**src/rtl/matmul_sequencer.sv**
```systemverilog
// ---------------------------------------------------------------------------
// matmul_sequencer
//
// Controller and accumulator for an N x N unsigned matrix multiplier that
// computes C = A x B.  Operands live in two external synchronous-read
// memories; results are written to an external result memory.
//
// Run timeline (cycle 0 is the clock edge that samples start in IDLE):
//   cycles 1 .. N^3      one A/B read issued per cycle (ISSUE)
//   cycle  n+1           read data for issue n arrives, product accumulated
//   cycle  n+2           C write strobe when issue n was the last inner step
//   cycles N^3+1, N^3+2  DRAIN (last accumulate, last write)
//   cycle  N^3+3         done pulse (DONE), then back to IDLE
//
// Ports:
//   clock   in   1     system clock, rising edge
//   reset   in   1     asynchronous active-low reset
//   start   in   1     request a multiply (sampled in IDLE only)
//   a_addr  out  AW    A read address, i*N+k (0 outside ISSUE)
//   b_addr  out  AW    B read address, k*N+j (0 outside ISSUE)
//   a_data  in   DW    A read data, one cycle after a_addr
//   b_data  in   DW    B read data, one cycle after b_addr
//   c_we    out  1     result write strobe, one cycle per C entry
//   c_addr  out  AW    result address i*N+j
//   c_data  out  ACCW  result value
//   busy    out  1     high while a multiply is in progress
//   done    out  1     one-cycle pulse after the final C write
// ---------------------------------------------------------------------------
module matmul_sequencer #(
  parameter int N    = 2,
  parameter int DW   = 8,
  parameter int AW   = 2,
  parameter int ACCW = 17
) (
  input  logic            clock,
  input  logic            reset,
  input  logic            start,
  output logic [AW-1:0]   a_addr,
  output logic [AW-1:0]   b_addr,
  input  logic [DW-1:0]   a_data,
  input  logic [DW-1:0]   b_data,
  output logic            c_we,
  output logic [AW-1:0]   c_addr,
  output logic [ACCW-1:0] c_data,
  output logic            busy,
  output logic            done
);

  localparam int CW = (N > 1) ? $clog2(N) : 1;
  localparam logic [CW-1:0] LAST = CW'(N - 1);

  typedef enum logic [1:0] {
    IDLE  = 2'd0,
    ISSUE = 2'd1,
    DRAIN = 2'd2,
    DONE  = 2'd3
  } state_t;

  state_t state_reg, state_next;

  // Loop counters describe the read being issued in the current cycle.
  logic [CW-1:0] i_reg, j_reg, k_reg;
  logic [CW-1:0] i_next, j_next, k_next;
  logic          last_issue;
  logic          drain_reg;

  // One-cycle delayed copy of the issue, aligned with the returning data.
  logic          d_valid_reg;
  logic [CW-1:0] d_i_reg, d_j_reg, d_k_reg;

  logic [ACCW-1:0] acc_reg;
  logic [ACCW-1:0] product;
  logic [ACCW-1:0] acc_next;

  logic [AW-1:0]   a_addr_reg, b_addr_reg;
  logic            c_we_reg;
  logic [AW-1:0]   c_addr_reg;
  logic [ACCW-1:0] c_data_reg;

  function automatic logic [AW-1:0] lin(input logic [CW-1:0] row,
                                        input logic [CW-1:0] col);
    lin = AW'(int'(row) * N + int'(col));
  endfunction

  assign last_issue = (i_reg == LAST) && (j_reg == LAST) && (k_reg == LAST);

  // -------------------------------------------------------------------------
  // FSM: state register
  // -------------------------------------------------------------------------
  always_ff @(posedge clock or negedge reset) begin
    if (!reset) begin
      state_reg <= IDLE;
    end else begin
      state_reg <= state_next;
    end
  end

  // -------------------------------------------------------------------------
  // FSM: next-state logic
  // -------------------------------------------------------------------------
  always_comb begin
    state_next = state_reg;
    case (state_reg)
      IDLE:    if (start) state_next = ISSUE;
      ISSUE:   if (last_issue) state_next = DRAIN;
      DRAIN:   if (drain_reg) state_next = DONE;
      DONE:    state_next = IDLE;
      default: state_next = IDLE;
    endcase
  end

  // -------------------------------------------------------------------------
  // FSM: outputs decoded from the state register
  // -------------------------------------------------------------------------
  always_comb begin
    busy = 1'b0;
    done = 1'b0;
    case (state_reg)
      ISSUE:   busy = 1'b1;
      DRAIN:   busy = 1'b1;
      DONE:    done = 1'b1;
      default: ;
    endcase
  end

  // -------------------------------------------------------------------------
  // Counter sequencing: k innermost, then j, then i.
  // -------------------------------------------------------------------------
  always_comb begin
    i_next = i_reg;
    j_next = j_reg;
    k_next = k_reg;
    if (state_reg == IDLE) begin
      if (start) begin
        i_next = '0;
        j_next = '0;
        k_next = '0;
      end
    end else if (state_reg == ISSUE) begin
      if (k_reg == LAST) begin
        k_next = '0;
        if (j_reg == LAST) begin
          j_next = '0;
          i_next = (i_reg == LAST) ? '0 : i_reg + 1'b1;
        end else begin
          j_next = j_reg + 1'b1;
        end
      end else begin
        k_next = k_reg + 1'b1;
      end
    end
  end

  // -------------------------------------------------------------------------
  // Accumulator: the first inner step of each C entry loads, others add.
  // -------------------------------------------------------------------------
  assign product  = ACCW'(a_data) * ACCW'(b_data);
  assign acc_next = (d_k_reg == '0) ? product : acc_reg + product;

  // -------------------------------------------------------------------------
  // Datapath registers
  // -------------------------------------------------------------------------
  always_ff @(posedge clock or negedge reset) begin
    if (!reset) begin
      i_reg       <= '0;
      j_reg       <= '0;
      k_reg       <= '0;
      drain_reg   <= 1'b0;
      a_addr_reg  <= '0;
      b_addr_reg  <= '0;
      d_valid_reg <= 1'b0;
      d_i_reg     <= '0;
      d_j_reg     <= '0;
      d_k_reg     <= '0;
      acc_reg     <= '0;
      c_we_reg    <= 1'b0;
      c_addr_reg  <= '0;
      c_data_reg  <= '0;
    end else begin
      i_reg <= i_next;
      j_reg <= j_next;
      k_reg <= k_next;

      // Two DRAIN cycles: drain_reg is 0 in the first and 1 in the second.
      drain_reg <= (state_reg == DRAIN) ? ~drain_reg : 1'b0;

      // Addresses are registered from the next-cycle counters so they are
      // valid for the whole issue cycle and return to 0 outside ISSUE.
      if (state_next == ISSUE) begin
        a_addr_reg <= lin(i_next, k_next);
        b_addr_reg <= lin(k_next, j_next);
      end else begin
        a_addr_reg <= '0;
        b_addr_reg <= '0;
      end

      d_valid_reg <= (state_reg == ISSUE);
      d_i_reg     <= i_reg;
      d_j_reg     <= j_reg;
      d_k_reg     <= k_reg;

      if (d_valid_reg) begin
        acc_reg <= acc_next;
      end

      // The write follows the capture of the last inner product; c_data
      // takes the freshly accumulated sum at the same edge.
      c_we_reg <= d_valid_reg && (d_k_reg == LAST);
      if (d_valid_reg && (d_k_reg == LAST)) begin
        c_addr_reg <= lin(d_i_reg, d_j_reg);
        c_data_reg <= acc_next;
      end
    end
  end

  assign a_addr = a_addr_reg;
  assign b_addr = b_addr_reg;
  assign c_we   = c_we_reg;
  assign c_addr = c_addr_reg;
  assign c_data = c_data_reg;

endmodule

```
**config.mk**
```make
export PLATFORM = sky130hd
export DESIGN_NAME = matmul_sequencer
export DESIGN_NICKNAME = d
export VERILOG_FILES = /design/src/rtl/matmul_sequencer.sv
export SDC_FILE = /design/constraint.sdc
export NUM_CORES = 1
export LEC_CHECK = 0
export CORE_ASPECT_RATIO = 1.4
export CORE_MARGIN = 5
export CORE_UTILIZATION = 40
export DETAILED_ROUTE_END_ITERATION = 10
export GPL_ROUTABILITY_DRIVEN = 0
export SLEW_MARGIN = 20
export SYNTH_ARGS = -nofsm -noshare
export SYNTH_HDL_FRONTEND = slang
export SYNTH_SLANG_ARGS = --single-unit
```
**constraint.sdc**
```tcl
create_clock -name clock -period 4.1 [get_ports clock]
set_input_delay 0.615 -clock clock [delete_from_list [all_inputs] [get_ports clock]]
set_output_delay 0.615 -clock clock [all_outputs]
set_load 0.005 [all_outputs]
```
# [Word level (Yosys, flattened, before mapping)]
# Cells that the tools add are included.
[totals] mem_bits_ro=0 out_inout_bits=26 mem_bits_rw=0 inputBits=19 memories=0 latch_bits=0 register_bits=51 wordCells=58
[op_classes] magnitude_cmp=0 n_shift=0 mux=25 addsub=7 eq_ne=4 bitwise_logic=1 div=0 n_reduce_logical=5 n_mul=1
[ops] op="$mux 1" n=18
[ops] op="$add 17x16->17" n=1
[ops] op="$mux 17" n=1
[ops] op="$mul 8x8->16" n=1
[ops] op="$mux 2" n=5
[ops] op="$pmux 2 s4" n=1
[ops] op="$add 2x1->2" n=3
[ops] op="$eq 2x1->1 const B" n=2
[ops] op="$eq 2x2->1 const B" n=2
[ops] op="$add 1x1->1 const B" n=3
[ops] op="$logic_and 1x1->1" n=3
[ops] op="$logic_not 2->1" n=1
[ops] op="$reduce_or 2->1" n=1
[ops] op="$not 1->1" n=1

# [Longest topological paths before layout]
# Gate-level depths: netlist of the first run.
[logic_depth] depth_word=8 ltp_mapped=24

# [Least setup slack after synthesis of the first run]
# No wires, ideal clock.
[synth_path] kind="input to register" startpoint="in a_data[0]" endpoint="reg acc_reg[15]" setup_slack_ns=-1.621 t_required_ns=4.036 setup_ns=0.064 path_stages=21 arrival_time_ns=5.657 path_buffers=0 cell_sequence="nand2_1 -> fa_1 -> fa_1 -> inv_1 -> fa_1 -> inv_1 -> fa_1 -> inv_1 -> ha_1 -> a21oi_1 -> a21boi_0 -> o21ai_1 -> o31ai_1 -> xnor2_1 -> ha_1 -> nand2_1 -> or3_1 -> a211o_1 -> and3b_1 -> o32ai_1 -> a21o_1"
[synth_via] elab_chain_len=3
[synth_lines] item="start: declaration" line="40" text="input logic [DW-1:0] a_data,"
[synth_lines] item="$mul 8x8->16 *" line="157" text="assign product = ACCW'(a_data) * ACCW'(b_data);"
[synth_lines] item="$add 17x16->17" line="158" text="assign acc_next = (d_k_reg == '0) ? product : acc_reg + product;"
[synth_lines] item="$mux 17 *" line="158"
[synth_lines] item="end signal: assignment" line="203" text="acc_reg <= acc_next;"
[synth_lines] item="end: declaration" line="71" text="logic [ACCW-1:0] acc_reg;"
# Every way passes the cells marked *; elsewhere a longest branch is shown, timed or not.
# A chain may end at the register's enable or synchronous reset.

# [Worst setup path after layout of the first run]
[layout_path] startpoint="in a_data[3]" endpoint="reg acc_reg[15]"
# The elaborated chain is that of the path after synthesis.

==> flow_metrics.tcl, run 1 <==
set metrics [dict create \
    ios 45 \
    post-place-ws_ns -2.20 \
    hold_class "in2async" \
    path_depth 23 \
    final-setup-viol-count 24 \
    synthTopCellsByCount "64 x nand2_1, 62 x inv_1, 59 x ha_1" \
    period_needed_ns 5.45 \
    avgSynthCellArea_um2 9.22 \
    routed_wirelength_um 15100 \
    criticalPathCategory "in2reg" \
    fin_area_um2 7970 \
    die_w_um 105 \
    drc 0 \
    grt_max_degree 51 \
    cap_viol_max_count 0 \
    slowest_stage "fa_1" \
    fin_skew_ns 0.00668 \
    die_h_um 142 \
    post-dp-hpwl_um 10100 \
    timing.fmax_ghz 0.184 \
    clk_pin_slew_ns 0.07 \
    rsz0062_at_grt "yes" \
    cp.arrival_ns 5.64 \
    wl_met1_um 5610 \
    fin_nets 850 \
    start_util_pct 40.7 \
    antenna_left 0 \
    synth_most_common_cell "nand2_1" \
    syn_nets 659 \
    cp.required_ns 4.29 \
    clock_latency_ns 0.30 \
    diodes 0 \
    relSlewSlack_pct 43.5 \
    die_area_um2 14900 \
    cts_sinks 50 \
    crit_path_cell_trace "buf_8 -> buf_6 -> and2_4 -> fa_2 -> fa_1 -> inv_2 -> fa_1 -> fa_1 -> inv_2 -> ha_4 -> and2_4 -> nor3b_4 -> o21bai_4 -> a31oi_2 -> xor2_1 -> ha_1 -> buf_6 -> nand3_4 -> inv_1 -> a311oi_2 -> and3b_2 -> o32ai_2 -> a21o_1" \
    grt_pass1_wl_um 24100 \
    cp_num_buf_inv 6 \
    synth_top_area_share_pct 25.0 \
    synthCells 544 \
    wl_per_cell_um 17.0 \
    yosys.area.top_type "dfrtp_1" \
    core_area_um2 12300 \
    yosysSeqAreaShare_pct 25.0 \
    highest_layer "met4" \
    rows 48 \
    start_kind "primary input" \
    failed_checks "negative setup slack" \
    slew_viol_final 0 \
    drtIter0Drc 241 \
    fin_hold_ws_ns 0.416 \
    ys_warn_count 0 \
    drive_above_1_share_pct 42.3 \
    path_max_fanout 5 \
    end_kind "register" \
    synth_flop_cell "dfrtp_1" \
    htree_num_levels 2 \
    cts_hold_buf 0 \
    synth_enable_flop_cells 0 \
    synth_area_um2 5010 \
    cpPeakStageDelay_ns 0.51 \
    clock_path_buffers 2 \
    dr.pass1.iters 4 \
    status "finished with violations" \
    vias 4653 \
    r2r_cells 9 \
    met2WireLength_um 8460 \
    area_growth_pct 58.9 \
    dpl-instance-area_um2 6430 \
    async_flop_share_pct 100 \
    grt_use_total_pct 19.5 \
    antenna_found_initial 0 \
    cpMostUsedCell "fa_1" \
    io_buffers 44 \
    ys_ff_latch 50 \
    vias_per_cell 5.25 \
    final_util_pct 64.7 \
    wl_met3_um 508 \
    numCtsBuffers 5 \
    worst_slew_pin_slew_ns 0.847 \
    finalCritPeriodShare_pct 133 \
    cts_tree "done" \
    root_buffer "clkbuf_16" \
    grt_pass1_vias 5111 \
    hold_viol 0 \
    yosys-top-cells-area "dfrtp_1 25%, fa_1 15%, ha_1 15%" \
    ys_types 64 \
    critical-path-top-delay-family "adder cells" \
    grt_overflow 0 \
    setup_ws_ns -1.35 \
]
==> final timing paths <==
path,from,endpoint,slack [ns]
worst max-delay path,a_data[3],acc_reg[15],-1.35
worst min-delay path,reset,b_addr[0],0.42
max in group asynchronous,reset,acc_reg[7],3.24
min in group clock,drain_reg,drain_reg,0.43
worst max register to register,acc_reg[0],acc_reg[10],1.47
worst min register to register,drain_reg,drain_reg,0.43
==> worst reg2reg max path, cell delays in order (launching register included) <==
cell and delay [ns]:
dfrtp_1 0.38, ha_1 0.24, fa_1 0.41, a21o_1 0.24, nor3b_4 0.18, buf_4 0.14, nor3b_4 0.22, o21ai_2 0.10
mux2_4 0.33, a221o_1 0.28
==> stage by stage <==
| stage | setup TNS, ns | cells |
|---|---|---|
| CTS | -21.91 | 870 |
| detailed placement | -44.45 | 826 |
| global placement | -42.61 | 826 |
| floorplan | -16.46 | 544 |
| finish | -22.87 | 886 |
| global route | -26.76 | 886 |
==> cells by family (layout without fill, tap and decap cells) <==
group,after synthesis,in the layout,synth area share [%]
xor+xnor,22,22,3.84
buf+inv,79,271,6.91
simple gates,181,181,18.2
flops,50,50,25.0
compound gates,102,102,13.7
fa+ha+maj,96,96,29.5
mux,14,14,2.92
==> routing by layer <==
metal  up-vias  track usage (%)
li1       2195                -
met1      2288             21.6
met2       131             37.2
met3        39             2.54
met4         0             8.48
met5         -                0
==> placed cells by master, fill, tap and decap left out, types with 13 or more instances in the layout <==
| master | instances |
|---|---|
| fa_1 | 33 |
| buf_4 | 115 |
| clkdlybuf4s50_1 | 27 |
| inv_2 | 13 |
| nor2_1 | 24 |
| buf_6 | 45 |
| ha_1 | 40 |
| and2_1 | 43 |
| inv_1 | 50 |
| dfrtp_1 | 50 |
| and2_4 | 13 |
| ha_4 | 18 |
| nand2_1 | 48 |
| a21oi_1 | 25 |
==> final cells by class <==
type | count | area (um2)
Clock inverter | 3 | 48.8
Tap cell | 150 | 188
Fill cell | 934 | 4340
Sequential cell | 50 | 1250
Timing Repair Buffer | 199 | 1800
Clock buffer | 5 | 125
Multi-Input combinational cell | 415 | 4320
Inverter | 64 | 240
==> timing repair <==
action / 4_1_cts / 5_1_grt
resized for setup: 186 / 83
buffers inserted: 41 / 23
pin swaps: 78 / 65
endpoints found under the setup margin: 26 / 26
Power of run 1 is not shown: default switching activity piles up to over one toggle a cycle in this logic, so the estimate is an artifact.
==> inputs of run 2 (changes only) <==
--- a/config.mk
+++ b/config.mk
@@ -7,9 +7,11 @@
 export LEC_CHECK = 0
 export CORE_ASPECT_RATIO = 1.4
 export CORE_MARGIN = 5
-export CORE_UTILIZATION = 40
+export CORE_UTILIZATION = 60
+export CTS_CLUSTER_SIZE = 16
 export DETAILED_ROUTE_END_ITERATION = 10
 export GPL_ROUTABILITY_DRIVEN = 0
+export PLACE_DENSITY = 0.83
 export SLEW_MARGIN = 20
 export SYNTH_ARGS = -nofsm -noshare
 export SYNTH_HDL_FRONTEND = slang
==> run 2 against run 1 <==
  * The run still ends with negative setup slack left
  * Via count grew 27%
  * Clock skew grew 0.0053 ns
  * Cell count down 7.2%
  * Register-to-register slack got worse by 0.23 ns
  * Critical path type unchanged
  * Largest cell class unchanged
  * Highest routed layer unchanged
==> flow_metrics.tcl, run 2 (synthesis gave the netlist of run 1 again) <==
set metrics [dict create \
    multi_input_area_um2 4370 \
    post-dp-hpwl_um 10100 \
    die_w_um 87.3 \
    nFillCells 179 \
    dpl-instance-area_um2 6300 \
    cp.required_ns 4.30 \
    htree_num_levels 2 \
    drtIter0Drc 735 \
    grt_pass1_wl_um 29400 \
    hold_class "in2async" \
    cp.arrival_ns 6.01 \
    clk_pin_slew_ns 0.08 \
    cts_tree "done" \
    cap_viol_max_count 0 \
    fin_nets 834 \
    numCtsBuffers 5 \
    end_kind "register" \
    drive_above_1_share_pct 42.9 \
    hold_viol 0 \
    status "finished with violations" \
    clock_path_buffers 2 \
    grt_pass1_vias 5896 \
    start_util_pct 61.5 \
    slowest_stage "fa_1" \
    setup-tns-final_ns -29.61 \
    grt_overflow 0 \
    grt_use_met2_pct 63.2 \
    path_max_fanout 4 \
    die_area_um2 10300 \
    clock_latency_ns 0.31 \
    finalCritPeriodShare_pct 142 \
    global_route.usage.met1_pct 38.2 \
    fin_area_um2 7800 \
    vias 5921 \
    io_buffers 44 \
    final_cell_mix "100 x buf_4, 50 x dfrtp_1, 48 x inv_1, 48 x buf_6" \
    ios 45 \
    grt_use_total_pct 36.8 \
    failed_checks "negative setup slack" \
    fin_skew_ns 0.0120 \
    rsz0062_at_grt "yes" \
    vias_per_cell 7.20 \
    criticalPathCategory "in2reg" \
    start_kind "primary input" \
    rows 39 \
    diodes 0 \
    area_growth_pct 55.7 \
    antenna_left 0 \
    setup_ws_ns -1.70 \
    final-setup-viol-count 26 \
    wl_per_cell_um 29.4 \
    relSlewSlack_pct 40.0 \
    cts_hold_buf 0 \
    cpPeakStageDelay_ns 0.56 \
    use_met3_pct 7.10 \
    root_buffer "clkbuf_16" \
    grt.busiest_layer "met2" \
    cts_sinks 50 \
    regArea_um2 1250 \
    antenna_found_initial 0 \
    crit_path_cell_trace "buf_4 -> nand2_4 -> fa_1 -> fa_1 -> inv_2 -> fa_1 -> inv_2 -> fa_1 -> inv_2 -> ha_4 -> a21oi_4 -> a21boi_4 -> o21ai_4 -> o31ai_4 -> xnor2_2 -> ha_1 -> nand2_2 -> buf_6 -> o211ai_1 -> o32ai_2 -> xnor2_1 -> a22oi_1 -> a21bo_2" \
    die_h_um 118 \
    timing.fmax_ghz 0.172 \
    mostFrequentLayoutCell "buf_4" \
    routed_wirelength_um 24200 \
    core_area_um2 8150 \
    grt_max_degree 51 \
    drc 0 \
    period_needed_ns 5.80 \
    cpMostUsedCell "fa_1" \
    dr.pass1.iters 8 \
    slew_viol_final 0 \
    worst_slew_pin_slew_ns 0.899 \
]
## run 2: critical path: cells and delay by family
family          cells  cell delay, ns
compound gates      8            1.85
xor+xnor            2            0.30
fa+ha+maj           6            2.70
buf+inv             5            0.37
simple gates        2            0.17
## run 2: metal layers
layer	share of wire, %	wire length (um)
met1	31	7410
met2	46	11100
met3	11	2720
met4	12	2960
met5	0	0
## run 2: path summary, 6_finish.rpt
path	start	to	slack, ns	cells past startpoint
min in group clock	drain_reg	drain_reg	0.45	1
max in group asynchronous	reset	acc_reg[9]	3.29	1
worst min register to register	drain_reg	drain_reg	0.45	1
worst max register to register	acc_reg[0]	acc_reg[12]	1.24	9
worst min-delay path	reset	acc_reg[3]	0.33	1
worst max-delay path	b_data[6]	acc_reg[12]	-1.70	23
## run 2: per-stage QoR
step	util, %	std cells	hold slack [ns]	setup WS, ns
global placement	77.3	768	0.410	-2.10
detailed placement	77.3	768	0.417	-2.31
floorplan	-	544	0.319	-1.24
global route	95.8	822	0.370	-1.79
finish	95.8	822	0.331	-1.70
CTS	89.2	813	0.433	-1.33
## run 2: final cells by class
type	count	area share, %
Clock buffer	5	1.60
Clock inverter	3	0.337
Inverter	64	3.17
Multi-Input combinational cell	415	55.9
Sequential cell	50	16.0
Tap cell	102	1.64
Timing Repair Buffer	183	21.3
## run 2: repair_timing
item / CTS / global route
pin swaps: 71 / 54
setup buffers: 40 / 14
endpoints found under the setup margin: 26 / 26
gates cloned: 0 / 0
gates resized for setup: 192 / 94
Power of run 2 is left out for the same reason.
